<file path="src/rtl/sram_ctrl_pkg.sv">
// Shared types and constants for the SRAM word-line controller.
package sram_ctrl_pkg;

  localparam int unsigned ADR_W = 4;
  localparam int unsigned NWL   = 16;

  // Requester indices into REQ / WE / ACK
  localparam logic REQ_A = 1'b0;
  localparam logic REQ_B = 1'b1;

  typedef enum logic [2:0] {
    StIdle,
    StPre,
    StAct,
    StAccess,
    StDone
  } state_e;

endpackage

</file>
<file path="src/rtl/wl_onehot_dec.sv">
// 4-to-16 one-hot word-line decoder; all lines low when disabled.
module wl_onehot_dec
  import sram_ctrl_pkg::*;
(
  input  logic [ADR_W-1:0] adr_i,
  input  logic             en_i,
  output logic [NWL-1:0]   wl_o
);

  always_comb begin
    wl_o = '0;
    if (en_i) begin
      wl_o[adr_i] = 1'b1;
    end
  end

endmodule

</file>
<file path="src/rtl/sram_wl_ctrl.sv">
// Two-requester SRAM access sequencer: precharge, word-line activate, sense/write, acknowledge.
// Define ARB_RR_EN for round-robin arbitration; otherwise fixed priority with A over B.
module sram_wl_ctrl
  import sram_ctrl_pkg::*;
#(
  parameter int unsigned DW         = 8,
  parameter int unsigned ACT_CYCLES = 2
) (
  input  logic             CLK,
  input  logic             RST,
  input  logic [1:0]       REQ,
  input  logic [1:0]       WE,
  input  logic [ADR_W-1:0] ADR_A,
  input  logic [ADR_W-1:0] ADR_B,
  input  logic [DW-1:0]    WDATA_A,
  input  logic [DW-1:0]    WDATA_B,
  output logic [1:0]       ACK,
  output logic [DW-1:0]    RDATA,
  output logic             BL_PRE,
  output logic [NWL-1:0]   WL,
  output logic             SAE,
  output logic             WDRV,
  output logic [DW-1:0]    WDATA_BL,
  input  logic [DW-1:0]    RDATA_BL,
  output logic             BUSY
);

  state_e           state_q, state_d;
  logic [3:0]       cnt_q, cnt_d;
  logic [ADR_W-1:0] adr_q, adr_d;
  logic             we_q, we_d;
  logic [DW-1:0]    wdat_q, wdat_d;
  logic             win_q, win_d;
`ifdef ARB_RR_EN
  logic             last_q, last_d;
`endif

  logic [NWL-1:0]   wl_q, wl_d;
  logic             bl_pre_q, bl_pre_d;
  logic             sae_q, sae_d;
  logic             wdrv_q, wdrv_d;
  logic [DW-1:0]    wdata_bl_q, wdata_bl_d;
  logic [1:0]       ack_q, ack_d;
  logic [DW-1:0]    rdata_q, rdata_d;
  logic             busy_q, busy_d;

  logic             gnt_idx;
  logic             wl_en;

  always_comb begin
`ifdef ARB_RR_EN
    if (REQ[REQ_A] && REQ[REQ_B]) begin
      gnt_idx = ~last_q;
    end else begin
      gnt_idx = REQ[REQ_A] ? REQ_A : REQ_B;
    end
`else
    gnt_idx = REQ[REQ_A] ? REQ_A : REQ_B;
`endif
  end

  always_comb begin
    state_d = state_q;
    cnt_d   = cnt_q;
    adr_d   = adr_q;
    we_d    = we_q;
    wdat_d  = wdat_q;
    win_d   = win_q;
`ifdef ARB_RR_EN
    last_d  = last_q;
`endif
    unique case (state_q)
      StIdle: begin
        if (|REQ) begin
          state_d = StPre;
          win_d   = gnt_idx;
          adr_d   = (gnt_idx == REQ_B) ? ADR_B : ADR_A;
          we_d    = WE[gnt_idx];
          wdat_d  = (gnt_idx == REQ_B) ? WDATA_B : WDATA_A;
`ifdef ARB_RR_EN
          last_d  = gnt_idx;
`endif
        end
      end
      StPre: begin
        state_d = StAct;
        cnt_d   = 4'(ACT_CYCLES - 1);
      end
      StAct: begin
        if (cnt_q == 4'd0) begin
          state_d = StAccess;
        end else begin
          cnt_d = cnt_q - 4'd1;
        end
      end
      StAccess: state_d = StDone;
      StDone:   state_d = StIdle;
      default:  state_d = StIdle;
    endcase
  end

  // Outputs are derived from the next state so they register in step with it
  always_comb begin
    bl_pre_d   = (state_d == StPre);
    wl_en      = (state_d == StAct) || (state_d == StAccess);
    sae_d      = (state_d == StAccess) && !we_d;
    wdrv_d     = (state_d == StAccess) && we_d;
    wdata_bl_d = wdrv_d ? wdat_d : '0;
    ack_d      = '0;
    if (state_d == StDone) begin
      ack_d[win_d] = 1'b1;
    end
    busy_d  = (state_d != StIdle);
    rdata_d = rdata_q;
    if ((state_q == StAccess) && !we_q) begin
      rdata_d = RDATA_BL;
    end
  end

  wl_onehot_dec u_wl_dec (
    .adr_i (adr_d),
    .en_i  (wl_en),
    .wl_o  (wl_d)
  );

  always_ff @(posedge CLK) begin
    if (RST) begin
      state_q    <= StIdle;
      cnt_q      <= '0;
      adr_q      <= '0;
      we_q       <= 1'b0;
      wdat_q     <= '0;
      win_q      <= REQ_A;
`ifdef ARB_RR_EN
      last_q     <= REQ_B;
`endif
      wl_q       <= '0;
      bl_pre_q   <= 1'b0;
      sae_q      <= 1'b0;
      wdrv_q     <= 1'b0;
      wdata_bl_q <= '0;
      ack_q      <= '0;
      rdata_q    <= '0;
      busy_q     <= 1'b0;
    end else begin
      state_q    <= state_d;
      cnt_q      <= cnt_d;
      adr_q      <= adr_d;
      we_q       <= we_d;
      wdat_q     <= wdat_d;
      win_q      <= win_d;
`ifdef ARB_RR_EN
      last_q     <= last_d;
`endif
      wl_q       <= wl_d;
      bl_pre_q   <= bl_pre_d;
      sae_q      <= sae_d;
      wdrv_q     <= wdrv_d;
      wdata_bl_q <= wdata_bl_d;
      ack_q      <= ack_d;
      rdata_q    <= rdata_d;
      busy_q     <= busy_d;
    end
  end

  assign WL       = wl_q;
  assign BL_PRE   = bl_pre_q;
  assign SAE      = sae_q;
  assign WDRV     = wdrv_q;
  assign WDATA_BL = wdata_bl_q;
  assign ACK      = ack_q;
  assign RDATA    = rdata_q;
  assign BUSY     = busy_q;

endmodule

</file>
<file path="config.mk">
export PLATFORM = sky130hd
export DESIGN_NAME = sram_wl_ctrl
export DESIGN_NICKNAME = d
export VERILOG_FILES = /design/src/rtl/sram_ctrl_pkg.sv /design/src/rtl/wl_onehot_dec.sv /design/src/rtl/sram_wl_ctrl.sv
export SDC_FILE = /design/constraint.sdc
export NUM_CORES = 1
export LEC_CHECK = 0
export CORE_MARGIN = 8
export CORE_UTILIZATION = 37
export CTS_CLUSTER_SIZE = 25
export DETAILED_ROUTE_END_ITERATION = 16
export PLACE_DENSITY = 0.7
export SLEW_MARGIN = 20
export SYNTH_ARGS = -nofsm -noshare
export SYNTH_HDL_FRONTEND = slang
export SYNTH_SLANG_ARGS = --single-unit
export TNS_END_PERCENT = 5
</file>
<file path="constraint.sdc">
create_clock -name CLK -period 1.53 [get_ports CLK]
set_input_delay 0.153 -clock CLK [delete_from_list [all_inputs] [get_ports CLK]]
set_output_delay 0.153 -clock CLK [all_outputs]
set_load 0.02 [all_outputs]
</file>
# Word level (Yosys, flattened, before mapping)
# Cells that the tools add are included.
# totals
output_inout_bits	38
in_bits	38
ff_bits	59
wordCells	70
# op_classes
magnitude_cmp	5
n_reduce_logical	17
bitwise_logic	3
n_addsub	1
eq_ne	8
mux	22
# op_table
cell	n
8-bit 2-to-1 mux	3
4-bit 2-to-1 mux	4
3-bit by 2-bit equality test with 1-bit output (second input constant)	4
3-bit case mux with 4 select lines	1
1-bit 2-to-1 mux	9
4-bit case mux with 2 select lines	1
2-bit OR reduction	4
3-bit by 1-bit equality test with 1-bit output (second input constant)	2
3-bit 2-to-1 mux	2
1-bit logical AND	5
4-bit by 5-bit less-than comparator with 1-bit output (second input constant)	1
1-bit demux with 4-bit select	1
4-bit by 1-bit greater-or-equal comparator with 1-bit output (second input constant)	1
4-bit zero test	1
1-bit by 2-bit less-than comparator with 1-bit output (second input constant)	2
4-bit by 1-bit subtractor with 4-bit output (second input constant)	1
3-bit equality test (second input constant)	1
3-bit zero test	1
1-bit inverter	3
3-bit nonzero test	1
1-bit zero test	2
2-bit inequality test (second input constant)	1
2-bit AND reduction	1
2-bit nonzero test	1
3 further kinds	3

# Logic depth before layout (Yosys ltp)
# logic_depth
ltp_word	8
mapped_depth	6
ltp_nobuf	5

# Cells and area by module
# From an unflattened synthesis, not the netlist that was laid out.
# hier_totals
hier_cells	262
area_unflattened_um2	2372.3
# by_module_without_submodules
module	area_per_inst_um2	cells_each	seq_area_each_um2	instances
sram_wl_ctrl	2254.7	239	1181.1	1
wl_onehot_dec	117.6	23	0.0	1

# Least setup slack after synthesis
# Ideal clock, no wire load.
# synth_path
kind	reg-to-reg
start	reg cnt_q[0]
end	reg sae_q (netlist: SAE)
path_buffers	1
arrival_time_ns	1.622
path_stages_with_launch	7
t_required_ns	1.470
setup_slack_ns	-0.152
setup_time_ns	0.060
synth_period_minus_slack_ns	1.682
path_cell_list	dfxtp_1 > inv_1 > ha_1 > or3b_4 > or3_1 > buf_6 > and3b_1
# synth_via
elab_chain_cells	5
# synth_lines
element	line	rtl
from (decl)	sram_wl_ctrl.sv:29	logic [3:0] cnt_q, cnt_d;
from (signal assigned)	sram_wl_ctrl.sv:147	cnt_q <= cnt_d;
4-bit zero test	sram_wl_ctrl.sv:90	if (cnt_q == 4'd0) begin
3-bit 2-to-1 mux	sram_wl_ctrl.sv:90	
3-bit case mux with 4 select lines	sram_wl_ctrl.sv:72	unique case (state_q)
3-bit by 2-bit equality test with 1-bit output	sram_wl_ctrl.sv:106	sae_d = (state_d == StAccess) && !we_d;
1-bit logical AND	sram_wl_ctrl.sv:106	
to (signal assigned)	sram_wl_ctrl.sv:139	sae_q <= 1'b0;
to (signal assigned)	sram_wl_ctrl.sv:157	sae_q <= sae_d;
to (decl)	sram_wl_ctrl.sv:40	logic sae_q, sae_d;
# No other way between the ends.
# A chain may end at the register's enable or synchronous reset.

# Worst setup path in the final report
# layout_path
start	reg cnt_q[0]
end	reg wdata_bl_q[3] (netlist: WDATA_BL[3])
# layout_via
elab_chain_cells	7
# layout_lines
element	line	rtl
4-bit zero test	sram_wl_ctrl.sv:90	
3-bit 2-to-1 mux	sram_wl_ctrl.sv:90	
3-bit case mux with 4 select lines	sram_wl_ctrl.sv:72	
3-bit by 2-bit equality test with 1-bit output	sram_wl_ctrl.sv:107	wdrv_d = (state_d == StAccess) && we_d;
1-bit logical AND	sram_wl_ctrl.sv:107	
1-bit inverter (no line)	-	
2-bit OR reduction (no line)	-	
to (signal assigned)	sram_wl_ctrl.sv:159	wdata_bl_q <= wdata_bl_d;
to (decl)	sram_wl_ctrl.sv:42	logic [DW-1:0] wdata_bl_q, wdata_bl_d;
# No other way between the ends.

==> reports/summary.txt <==
status: complete, but fails checks
failing checks: setup timing
Hold Crit Class: input port to flip-flop
Die Ht: 93.8 um
clk sinks: 59
first-pass GRT wire length: 9090 um
post-synthesis simple-gate area fraction: 20.1%
FFs w/ async S/R, synth: 0%
Core Box Area: 5890 um^2
Final Net Count: 353
DR vias: 1917
1st-iter DRT viols: 45
worst-path cell chain: inv_2, ha_4, or3b_4, or3_4, buf_12, nor3_2
hpwl dp: 4150 um
CP Max Fanout: 9
Crit. End Element: flip-flop
Yosys warning count: 0
power consumption: 0.00496 W
RSZ-0062 raised after global routing: true
Avg Vias per Cell: 4.88
Reg power frac: 39.0%
clk_skew: 0.00623 ns
Post-synth EDFFs: 0
Sequential Area: 1180 um^2
share of cells above drive strength 1: 19.5%
Synth Flop Type: dfxtp_1
total gr overflow: 0
gr usage total: 13.1%
final hold slack: 0.440 ns
clk root buf: clkbuf_8
Setup WS post-layout: -0.0743 ns
CTS Buf Count: 9
Post-Synthesis Cells: 222
Post-Syn Area: 2240 um^2
switching power: 0.00164 W
Setup violations, final: 10
Longest Clk Path Bufs: 2
final wirelength: 5570 um
Power Density: 1450 nW/um^2
H-tree depth: 3
Area growth syn-to-layout: 52.3%
Synthesized Nets: 261
clock power share: 23.9%
Synth cell types: 41
Slowest-stage cell, CP: or3b_4
Worst Path Arrival: 1.86 ns
Final ANT Viol Nets: 0
fin crit share: 105%
Switching Fraction: 33.2%
Post-Synth XOR/XNOR Area: 0.782%
Cell Rows: 28
leak pwr: 1.27 nW
diode count: 0
critical path class: flip-flop to flip-flop
clock latency at the later pin of the worst-skew pair: 0.32 ns
max-slew violations: 0
I/O Buffers: 75
CP Launch Type: flip-flop
Post-Syn Area per Cell: 10.1 um^2
Hold Violations, Final: 0
FF+latch count, synth: 59
worst-margin pin slew: 0.459 ns
multi-input combinational cell area: 985 um^2
# IOs: 76
slowest stage delay, CP: 0.37 ns
die width: 93.8 um
VDD IR-drop max: 0.000713 V
Post-Synth Adder-Cell Area: 0.559%
MaxCap Viol Count: 0
sequential-to-total area share from yosys stat: 52.7%
Combinational Power Share: 37.1%
CTS Hold Buffers Added: 0
main combinational cell family by area after synthesis: simple AND/OR/NAND/NOR gates
routability cong.: 0.785
initial antenna violation count: 0
largest net degree at the start of global routing: 23
fin crit period: 1.60 ns
Synth Area in Compound Gates: 11.3%
vias in the first global route: 1950
total die area: 8800 um^2
pre-CTS setup slack: -0.164 ns
Total Neg Setup Slack: -0.555 ns
setup bufs post-CTS: 0
Clock transition at path regs: 0.06 ns
routed len/inst: 14.2 um
fill count: 534
Internal: 0.00332 W
Starting Density: 38.1%
CTS tree: yes
DRC errors left: 0
Peak Freq: 0.623 GHz
max_slew headroom: 68.9%
post-synthesis mux area share: 9.44%
drt first pass iters: 4
Critical Path RT: 1.79 ns
==> state kept, by name, summed over array words and instances (netlist names), 2 cells and up <==
signal / flops
WL: 16
RDATA: 8
WDATA_BL: 8
wdat_q: 8
adr_q: 4
cnt_q: 4
state_q: 3
ACK: 2
==> cells in the mapped netlist, types with 2 or more instances <==
cell type | instances | area [um^2]
a211oi_1 | 14 | 105
a21oi_1 | 17 | 85.1
and2_1 | 2 | 12.5
and3b_1 | 2 | 17.5
buf_2 | 8 | 40.0
clkbuf_1 | 7 | 26.3
dfxtp_1 | 59 | 1180
inv_1 | 10 | 37.5
mux2i_1 | 20 | 200
nand2_1 | 2 | 7.51
nand2b_1 | 4 | 25.0
nand3_1 | 2 | 10.0
nand4b_1 | 2 | 17.5
nor2_1 | 28 | 105
nor3_1 | 6 | 30.0
nor3_2 | 9 | 90.1
nor4b_1 | 2 | 17.5
o21ai_0 | 2 | 10.0
or3_1 | 3 | 18.8
or4_1 | 2 | 15.0
==> cell usage in the layout (no fill, tap or decap), types with 3 or more instances in the layout <==
master | Yosys | routed
nor3_2 | 9 | 10
nor3_1 | 6 | 5
nor2_1 | 28 | 28
nand2b_1 | 4 | 4
dfxtp_1 | 59 | 57
clkinv_2 | 0 | 3
clkbuf_8 | 0 | 10
mux2i_1 | 20 | 20
a211oi_1 | 14 | 13
buf_4 | 0 | 19
a21oi_1 | 17 | 17
inv_1 | 10 | 8
clkdlybuf4s50_1 | 0 | 75
==> per-stage QoR <==
step	cell area [um^2]	cells	utilization [%]
finish	3410	393	58.0
global route	3410	393	58.0
CTS	3400	393	57.8
detailed placement	3220	378	54.7
global placement	3220	378	54.7
floorplan	2250	222	-
==> power groups by stage <==
| stage | Sequential (W) | Clock, W | Combinational (W) |
|---|---|---|---|
| after global placement | 0.00195 | 0 | 0.00174 |
| after global routing | 0.00197 | 0.00130 | 0.00203 |
| final | 0.00193 | 0.00119 | 0.00184 |
| after floorplan | 0.00202 | 0 | 0.00100 |
| after CTS | 0.00193 | 0.00122 | 0.00183 |
| after detailed placement | 0.00196 | 0 | 0.00178 |
==> layer usage <==
metal  GRT usage (%)  vias to the layer above  wire [um]
li1                -                      966          -
met1            14.8                      881       2390
met2            20.2                       63       2550
met3            6.31                        7        565
met4            6.34                        0         69
met5               0                        -          0
==> cells by family after synthesis <==
family	after synthesis
AOI/OAI and AO/OA	39
xor gates and xnor gates	2
adders and majority gates	1
buffers and inverters	26
DFF	59
muxes	21
and+or+nand+nor	74
==> path summary, 6_finish.rpt <==
check                           endpoint  slack, ns             startpoint  cells past startpoint
setup / recovery  WDATA_BL[3]$_SDFF_PP0_      -0.07  cnt_q[0]$_SDFFE_PP0P_                      6
hold / removal     RDATA[6]$_SDFFE_PP0P_       0.44            RDATA_BL[6]                      3
setup reg to reg  WDATA_BL[3]$_SDFF_PP0_      -0.07  cnt_q[0]$_SDFFE_PP0P_                      6
hold reg to reg   WDATA_BL[1]$_SDFF_PP0_       0.44   wdat_q[1]$_SDFF_PP0_                      2
==> critical path: cells and delay by family (launching register included) <==
kind	cells	cell delay [ns]
DFF	1	0.32
adders and majority gates	1	0.12
and+or+nand+nor	3	0.86
buffers and inverters	2	0.22
==> final cells by class <==
type,instances,share of cell area [%]
Sequential cell,59,34.7
Multi-Input combinational cell,137,28.9
Timing Repair Buffer,97,27.7
Clock buffer,10,4.03
Tap cell,75,2.75
Inverter,10,1.10
Clock inverter,5,0.880
==> repair_timing <==
action	4_1_cts	5_1_grt
hold endpoints to repair	0	0
setup endpoints to repair	13	20
resized for setup	4	3
pin swaps	3	1
Power figures use the tool's default switching activity.
